`config.mk`:
```
export PLATFORM = sky130hd
export DESIGN_NAME = eusci_a_baudgen
export DESIGN_NICKNAME = d
export VERILOG_FILES = /design/src/rtl/eusci_a_baudgen_pkg.sv /design/src/rtl/eusci_a_baudgen_prescaler.sv /design/src/rtl/eusci_a_baudgen.sv
export SDC_FILE = /design/constraint.sdc
export NUM_CORES = 1
export LEC_CHECK = 0
export BUFFER_PORTS_ARGS = -buffer_cell sky130_fd_sc_hd__buf_2
export CORE_ASPECT_RATIO = 0.6
export CORE_MARGIN = 1
export CORE_UTILIZATION = 63
export CTS_CLUSTER_SIZE = 24
export DETAILED_ROUTE_END_ITERATION = 6
export PLACE_DENSITY = 0.91
export SYNTH_ARGS = -nofsm -noshare
export SYNTH_HDL_FRONTEND = slang
export SYNTH_HIERARCHICAL = 1
export SYNTH_SLANG_ARGS = --single-unit
```
`constraint.sdc`:
```
create_clock -name MCLK -period 6.4 [get_ports MCLK]
set_clock_uncertainty 0.1 [all_clocks]
set_input_delay 0.32 -clock MCLK [delete_from_list [all_inputs] [get_ports MCLK]]
set_output_delay 0.32 -clock MCLK [all_outputs]
set_load 0.01 [all_outputs]
```
`src/rtl/eusci_a_baudgen_pkg.sv`:
```
// eusci_a_baudgen_pkg: shared register map, MCTLW field positions and
// encodings for the eUSCI_A baud generator.
package eusci_a_baudgen_pkg;

  localparam logic [3:0] UCAXBRW_ADDR   = 4'h6;
  localparam logic [3:0] UCAXMCTLW_ADDR = 4'h8;

  localparam int MCTLW_OS16_BIT = 0;
  localparam int MCTLW_BRF_LSB  = 4;
  localparam int MCTLW_BRF_MSB  = 7;
  localparam int MCTLW_BRS_LSB  = 8;
  localparam int MCTLW_BRS_MSB  = 15;

  typedef enum logic {
    MODE_LF   = 1'b0,
    MODE_OS16 = 1'b1
  } bg_mode_e;

  typedef enum logic {
    ST_IDLE = 1'b0,
    ST_RUN  = 1'b1
  } bg_state_e;

  localparam logic [3:0] OS16_SAMPLE_IDX = 4'd7;
  localparam logic [3:0] OS16_LAST_IDX   = 4'd15;

  function automatic logic maj3(input logic a,
                                input logic b,
                                input logic c);
    return (a & b) | (a & c) | (b & c);
  endfunction

endpackage

```
`src/rtl/eusci_a_baudgen_prescaler.sv`:
```
// eusci_prescaler: BRCLKen-gated down-counter with terminal count.
// The parent supplies the reload length (N or N+1) on every load.
import eusci_a_baudgen_pkg::*;

module eusci_prescaler #(
  parameter int CW = 17
) (
  input  logic          clk_i,
  input  logic          rst_i,
  input  logic          load_i,
  input  logic          en_i,
  input  logic [CW-1:0] len_i,
  output logic [CW-1:0] cnt_o,
  output logic          tc_o
);

  localparam logic [CW-1:0] ONE = {{(CW-1){1'b0}}, 1'b1};

  logic [CW-1:0] cnt_q;
  logic [CW-1:0] cnt_d;

  assign tc_o  = en_i & (cnt_q == ONE);
  assign cnt_o = cnt_q;

  // Load wins over counting; a frozen enable holds the count.
  always_comb begin
    cnt_d = cnt_q;
    if (load_i) begin
      cnt_d = len_i;
    end else if (en_i && cnt_q != '0) begin
      cnt_d = cnt_q - ONE;
    end
  end

  // Counter register.
  always_ff @(posedge clk_i) begin
    if (rst_i) begin
      cnt_q <= '0;
    end else begin
      cnt_q <= cnt_d;
    end
  end

endmodule

```
`src/rtl/eusci_a_baudgen.sv`:
```
// eusci_a_baudgen: eUSCI_A UART bit timing (bit tick, sample tick, Rx sample).
// Define EUSCI_BAUD_MAJORITY_EN for 3-point 2-of-3 majority Rx sampling.
import eusci_a_baudgen_pkg::*;

module eusci_a_baudgen #(
  parameter int BR_WIDTH = 16
) (
  input  logic                MCLK,
  input  logic                reset,
  input  logic                BRCLKen,
  input  logic [BR_WIDTH-1:0] UCBRx,
  input  logic                UCOS16,
  input  logic [3:0]          UCBRFx,
  input  logic [7:0]          UCBRSx,
  input  logic                start,
  input  logic                stop,
  input  logic                Rx,
  output logic                active,
  output logic                bitTick,
  output logic                sampleTick,
  output logic                sampleBit
);

  localparam int CW = BR_WIDTH + 1;
  localparam logic [CW-1:0] ONE = {{(CW-1){1'b0}}, 1'b1};

  bg_state_e           state_q;
  logic [BR_WIDTH-1:0] n_q;
  logic                os16_q;
  logic [3:0]          brf_q;
  logic [7:0]          brs_q;
  logic [2:0]          k_q;
  logic [3:0]          i_q;
  logic                sample_q;

  // Length in BRCLK of OS16 period i (or of a whole LF bit) for bit k.
  function automatic logic [CW-1:0] len_of(
    input logic [BR_WIDTH-1:0] n,
    input logic                os16,
    input logic [3:0]          brf,
    input logic [7:0]          brs,
    input logic [3:0]          i,
    input logic [2:0]          k
  );
    logic [CW-1:0] len;
    len = (n == '0) ? ONE : {1'b0, n};
    if (os16) begin
      if (i < brf) len = len + ONE;
      if (i == OS16_LAST_IDX && brs[k]) len = len + ONE;
    end else if (brs[k]) begin
      len = len + ONE;
    end
    return len;
  endfunction

  logic          run;
  logic          cnt_en;
  logic          go;
  logic          tc;
  logic          bit_end;
  logic          pre_load;
  logic [3:0]    i_nx;
  logic [2:0]    k_nx;
  logic [CW-1:0] pre_len;
  logic [CW-1:0] cnt;
  logic [CW-1:0] p_cur;
  logic [CW-1:0] mid_cnt;
  logic          pt_b;
  logic          samp_val;

  assign run     = (state_q == ST_RUN);
  assign cnt_en  = run & BRCLKen & ~stop;
  assign go      = ~run & start & ~stop;
  assign bit_end = tc & (~os16_q | (i_q == OS16_LAST_IDX));
  assign i_nx    = os16_q ? i_q + 4'd1 : 4'd0;
  assign k_nx    = bit_end ? k_q + 3'd1 : k_q;

  assign pre_load = go | tc;
  assign pre_len  = go
    ? len_of(UCBRx, UCOS16, UCBRFx, UCBRSx, 4'd0, 3'd0)
    : len_of(n_q, os16_q, brf_q, brs_q, i_nx, k_nx);

  // Down-count value at which floor(P/2) BRCLK have elapsed in an LF bit.
  assign p_cur   = len_of(n_q, 1'b0, brf_q, brs_q, 4'd0, k_q);
  assign mid_cnt = p_cur - (p_cur >> 1) + ONE;

  assign pt_b = os16_q
    ? (tc & (i_q == OS16_SAMPLE_IDX))
    : (cnt_en & (cnt == mid_cnt));

  eusci_prescaler #(
    .CW(CW)
  ) u_pre (
    .clk_i (MCLK),
    .rst_i (reset),
    .load_i(pre_load),
    .en_i  (cnt_en),
    .len_i (pre_len),
    .cnt_o (cnt),
    .tc_o  (tc)
  );

`ifdef EUSCI_BAUD_MAJORITY_EN
  logic pt_a;
  logic pt_c;
  logic cap0_q;
  logic cap1_q;

  assign pt_a = os16_q
    ? (tc & (i_q == OS16_SAMPLE_IDX - 4'd1))
    : (cnt_en & (cnt == mid_cnt + ONE));
  assign pt_c = os16_q
    ? (tc & (i_q == OS16_SAMPLE_IDX + 4'd1))
    : (cnt_en & (cnt == mid_cnt - ONE));

  assign sampleTick = pt_c;
  assign samp_val   = maj3(cap0_q, cap1_q, Rx);

  // Hold the two early captures until the third point resolves the vote.
  always_ff @(posedge MCLK) begin
    if (reset) begin
      cap0_q <= 1'b1;
      cap1_q <= 1'b1;
    end else begin
      if (pt_a) cap0_q <= Rx;
      if (pt_b) cap1_q <= Rx;
    end
  end
`else
  assign sampleTick = pt_b;
  assign samp_val   = Rx;
`endif

  assign active    = run;
  assign bitTick   = bit_end;
  assign sampleBit = sampleTick ? samp_val : sample_q;

  // Frame FSM: latch config on start, advance period/bit indices on tc.
  always_ff @(posedge MCLK) begin
    if (reset) begin
      state_q  <= ST_IDLE;
      n_q      <= '0;
      os16_q   <= 1'b0;
      brf_q    <= 4'd0;
      brs_q    <= 8'd0;
      k_q      <= 3'd0;
      i_q      <= 4'd0;
      sample_q <= 1'b1;
    end else begin
      unique case (state_q)
        ST_IDLE: begin
          if (go) begin
            state_q <= ST_RUN;
            n_q     <= UCBRx;
            os16_q  <= UCOS16;
            brf_q   <= UCBRFx;
            brs_q   <= UCBRSx;
            k_q     <= 3'd0;
            i_q     <= 4'd0;
          end
        end
        ST_RUN: begin
          if (stop) begin
            state_q <= ST_IDLE;
          end else if (tc) begin
            i_q <= i_nx;
            k_q <= k_nx;
          end
        end
        default: state_q <= ST_IDLE;
      endcase
      if (sampleTick) sample_q <= samp_val;
    end
  end

endmodule

```
[Word-level counts from Yosys, hierarchy flattened]
Cells that the tools add are included.
Storage, ports and cells
  register bits: 55
  latch bits: 0
  bits in writable memories: 0
  memory bits (read-only): 0
  bits of input ports: 35
  output and inout port bits: 4
  word-level logic and storage cells: 83
  memories: 0
Cells by class
  add/subtract/negate cells: 8
  $mul: 0
  divide/modulo/power cells: 0
  order comparisons: 4
  equality and inequality tests: 8
  shift operators: 0
  multiplexer cells: 33
  bitwise logic cells: 13
  reductions and logical operators: 8
Operators by type and width (count)
  $mux 17: 12
  $add 16x1->17 const B: 2
  $add 17x1->17 const B: 2
  $logic_not 16->1: 2
  $mux 16: 2
  $eq 17x1->1 const B: 1
  $eq 17x17->1: 1
  $reduce_bool 17->1: 1
  $sub 17x1->17 const B: 1
  $sub 17x16->17: 1
  $mux 4: 4
  $mux 3: 4
  $and 1x1->1: 8
  $eq 4x4->1 const B: 2
  $lt 3x4->1 const B: 2
  $pmux 4 s2: 1
  $bmux 1 s3: 2
  $mux 1: 6
  $pmux 3 s2: 1
  $add 4x1->4 const B: 1
  $eq 4x3->1 const B: 1
  $lt 1x4->1 const A: 1
  $lt 4x4->1: 1
  $ne 2x2->1 const B: 2
  9 further kinds: 13

[Depth between registers and ports, before layout]
  depth after elaboration: 12
  gate-level depth with buffers: 20
  depth with buffers taken out: 18

[Modules after synthesis]
Netlist, hierarchy kept.
By module, submodules not included
  eusci_a_baudgen: instances 1, cells each 687, area each 4964.8 µm², sequential area each 760.7 µm²
  eusci_prescaler: instances 1, cells each 137, area each 1131.1 µm², sequential area each 340.3 µm²

[Worst setup path after synthesis]
No wires, ideal clock.
  kind: register to output
  from: reg n_q[2]
  to: out sampleBit
  arrival time: 4.433 ns
  required time: 5.980 ns
  setup slack: 1.547 ns
  stages on the path, launching flop included: 21
  buffers on the path: 3
  path through: dfxtp_1 > clkbuf_1 > nand4_1 > nor4_1 > buf_2 > nand2_1 > nor2_1 > nand2_1 > nor2_1 > xnor2_1 > ha_1 > ha_1 > buf_4 > xor2_1 > a31oi_1 > a211oi_1 > or4_4 > a2111oi_4 > o2111ai_1 > and3_4 > a21o_1
Between the ends
  word-level cells in the longest chain between the ends: 10
Ends and longest elaborated chain
  start, declared: RTL line eusci_a_baudgen.sv:28  | logic [BR_WIDTH-1:0] n_q;
  start signal, assigned: RTL line eusci_a_baudgen.sv:154  | n_q <= UCBRx;
  $logic_not 16->1: RTL line eusci_a_baudgen.sv:46  | len = (n == '0) ? ONE : {1'b0, n};
  $mux 16 (*): RTL line eusci_a_baudgen.sv:46
  $add 16x1->17: RTL line eusci_a_baudgen.sv:51  | len = len + ONE;
  $mux 17 (*): RTL line eusci_a_baudgen.sv:50  | end else if (brs[k]) begin
  $sub 17x16->17 (*): RTL line eusci_a_baudgen.sv:85  | assign mid_cnt = p_cur - (p_cur >> 1) + ONE;
  $add 17x1->17 (*): RTL line eusci_a_baudgen.sv:85
  $eq 17x17->1 (*): RTL line eusci_a_baudgen.sv:89  | : (cnt_en & (cnt == mid_cnt));
  $and 1x1->1 (*): RTL line eusci_a_baudgen.sv:89
  $mux 1 (*): RTL line eusci_a_baudgen.sv:88  | ? (tc & (i_q == OS16_SAMPLE_IDX))
  $mux 1 (*)
  end, declared: RTL line eusci_a_baudgen.sv:21  | output logic sampleBit
Mark *: on every way between the ends. The rest lies on a longest branch, timed or not.

[Worst setup path after layout]
  from: reg k_q[0]
  to: out sampleBit
Between the ends
  word-level cells in the longest chain between the ends: 9
Ends and longest elaborated chain
  start, declared: RTL line eusci_a_baudgen.sv:32  | logic [2:0] k_q;
  start signal, assigned: RTL line eusci_a_baudgen.sv:167  | k_q <= k_nx;
  $bmux 1 s3: RTL line eusci_a_baudgen.sv:50
  $mux 1 (implied by the code): RTL line eusci_a_baudgen.sv:50
  $mux 17: RTL line eusci_a_baudgen.sv:50
  $sub 17x16->17: RTL line eusci_a_baudgen.sv:85
  $add 17x1->17: RTL line eusci_a_baudgen.sv:85
  $eq 17x17->1: RTL line eusci_a_baudgen.sv:89
  $and 1x1->1: RTL line eusci_a_baudgen.sv:89
  $mux 1: RTL line eusci_a_baudgen.sv:88
  $mux 1
Every way passes these cells. The select of a mux whose other input is x is not followed.

==> results.json <==
{
  "grt_max_degree": 59,
  "rsz0062_at_grt": "false",
  "die_area_mm2": 0.0101,
  "min_to": "sample_q",
  "synth_enable_flop_cells": 0,
  "final_common_cell": "nand2_1",
  "fp.dieW_um": 129,
  "outcome": "finished with violations",
  "use_met3_pct": 10.4,
  "postCtsSetupBuffers": 0,
  "start_kind": "register",
  "power_density_mw_per_mm2": 172,
  "hold_path.startpoint": "Rx",
  "cts_resized": 0,
  "clk_latency_ns": 0.31,
  "synth_cell_types": 90,
  "floorplan.initialDensity_pct": 65.6,
  "ir_worst_vdd_v": 0.000114,
  "cts.path.max_buffers": 2,
  "violations": "DRC",
  "r2r_end": "sample_q",
  "grt_most_used_layer": "met1",
  "path_clk_slew_ns": 0.07,
  "setup_violations": 0,
  "worstSetupPathType": "reg -> out",
  "setup_tns_ns": 0,
  "layout_common_cells": "nand2_1, a21oi_1, dfxtp_1, nor2_1, inv_1",
  "hp-class": "in -> reg",
  "cts-buffers-inserted": 5,
  "grt_use_met1_pct": 57.4,
  "ys_seq_area_share_pct": 18.1,
  "max-cap-violations": 0,
  "gp_congestion": 1.01,
  "rr_startpoint": "k_q[0]",
  "crit_path_max_fanout": 8,
  "first_iter_violations": 898,
  "syn2layout_area_growth_pct": 5.11,
  "fin_util_pct": 69.0,
  "clock_tree.root_cell": "clkbuf_16",
  "worst_slew_pin_slew_ns": 0.784,
  "ff2ff_path_depth": 16,
  "overflow": 0,
  "yosys-top-cells-area": "dfxtp_1, ha_1, nand2_1",
  "drive_above_1_share_pct": 11.8,
  "rows": 27,
  "core_area_mm2": 0.00929,
  "n_antenna_cell": 0,
  "dp.final_hpwl_um": 14700,
  "die_y_um": 78.2,
  "groute.usage.overall_pct": 39.3,
  "r2r_setup_slack_ns": 1.14,
  "num-nets-final": 897,
  "routedWlPerCell_um": 20.4,
  "first_pass_iters": 7,
  "fmax_mhz": 173,
  "whs_ns": 0.140,
  "min_period_over_period_pct": 90.5,
  "netlist.area_leader.share_pct": 18.1,
  "totalWireLength_um": 19500,
  "slew_violations": 0,
  "synth_area_leader_cell": "dfxtp_1",
  "postRouteAntennaNets": 0,
  "ctsHtreeMaxLevel": 2,
  "hold_depth": 2,
  "min_period_ns": 5.79,
  "syn_nets": 899,
  "p_leak_uw": 0.00249,
  "hold_buffers": 0,
  "synth-main-ff-cell": "dfxtp_1",
  "viasPerCell": 6.93,
  "cp.required_ns": 5.98,
  "cts_tree": "built",
  "place_ws_ns": 1.06,
  "end_kind": "output pin",
  "regArea_mm2": 0.00110,
  "fillers": 792,
  "portBuffers": 38,
  "grt_pass1_vias": 5958,
  "multi_input_area_mm2": 0.00458,
  "finalHoldViolCount": 0,
  "io_pins": 39,
  "async_flop_share_pct": 0,
  "yosys_warnings": 6,
  "grt.met2_usage_pct": 55.9,
  "setup_slack_ns": 0.609,
  "clock-sinks": 55,
  "max_slew_margin_pct": 47.6,
  "grt_first_pass_wirelength_um": 30900,
  "route.vias.total": 6605,
  "drc": 2,
  "antenna_found_initial": 0,
  "ys_ff_latch": 55,
  "netlist_instances": 824,
  "arrival_ns": 5.37,
  "syn_avg_cell_area_um2": 7.40,
  "synth.cell_area_mm2": 0.00610
}
==> critical path, cell delays in order, from the launching register on <==
cell and delay (ns):
dfxtp_1 0.61, mux4_2 0.62, mux2i_1 0.39, nor2_1 0.14, nand2_1 0.13, nor2_1 0.07
xnor2_1 0.22, ha_1 0.30, ha_1 0.41, xor2_1 0.24, a31oi_1 0.30, a211oi_1 0.09
or4_4 0.54, a2111oi_4 0.33, o2111ai_1 0.19, and3_4 0.22, a21o_1 0.14, buf_2 0.13
==> registers in the layout (all words and copies together) (netlist names) <==
name / cells
active: 1
brf_q: 4
k_q: 3
n_q: 16
sample_q: 1
i_q: 4
brs_q: 8
u_pre/cnt_o: 17
os16_q: 1
==> cells in the mapped netlist (4+ instances only) <==
cell       number
a22oi_1         4
nand2b_1        7
nor2b_1         5
xor2_1         26
o22ai_1         4
a311oi_1       12
o21a_1          7
o21ai_0        13
dfxtp_1        55
or4_1           5
a211o_1         4
nor3b_1         4
mux2i_1         9
inv_1          41
or2_2          10
a211oi_1       10
nand2_1       122
o21ai_1        10
a31oi_1        10
nor4b_1         4
xnor2_1        37
clkbuf_1       34
a2111oi_0       4
buf_2           8
a21o_1         13
nor2_1         47
or3_1           8
mux4_2          6
and3_1         13
nand4_1        17
and4_1          8
and2_1          9
buf_4           7
a21oi_1        76
nand3_1        21
nor4_1         17
o31ai_1         6
buf_1           4
ha_1           39
nor3_1         17
==> how the worst max path moves through the flow <==
stage,startpoint,end,slack (ns),cells after the start
final,k_q[0],sampleBit,0.61,17
after global routing,n_q[2],sampleBit,0.25,19
after global placement,k_q[0],sampleBit,1.18,17
after detailed placement,k_q[0],sampleBit,1.06,17
after CTS,k_q[0],sampleBit,0.68,17
after floorplan,n_q[2],sampleBit,1.55,20
==> area by class of cell <==
class	instances	share of cell area, %
timing repair buffer	46	3.91
tap	130	2.54
inverter	43	2.52
clock buffer	5	1.95
multi-input combinational	671	71.5
clock inverter	3	0.371
sequential	55	17.2
==> where the power goes <==
part	switching, µW	internal (µW)	total (µW)
Sequential	36.7	358	395
Clock	148	148	296
Combinational	250	163	413
Total	435	669	1100
==> layer usage <==
layer,share of wire (%),vias to the layer above,wire (µm)
met5,0,-,0
met4,3.2,0,616
met3,13,82,2520
met2,39,448,7620
met1,45,3082,8700
li1,-,2993,-
==> stage by stage <==
stage	total power [µW]	std cells	area, µm²
after floorplan	693	824	6100
after global placement	785	945	6260
after detailed placement	794	945	6260
after CTS	1080	953	6410
after global routing	1150	953	6410
final	1100	953	6410
==> logic make-up (layout without fill, tap and decap cells) <==
kind of cell / count (synthesis) / after routing / share of synthesized area [%]
adder cells (fa/ha/maj): 40 / 40 / 8.33
buffers and inverters: 98 / 97 / 6.88
AO/OA/AOI/OAI: 214 / 214 / 24.6
XOR/XNOR: 64 / 64 / 9.32
multiplexers: 17 / 17 / 4.06
flip-flops: 55 / 55 / 18.1
AND/OR/NAND/NOR: 336 / 336 / 28.7
Note: power is estimated with default switching activity, not from simulation.
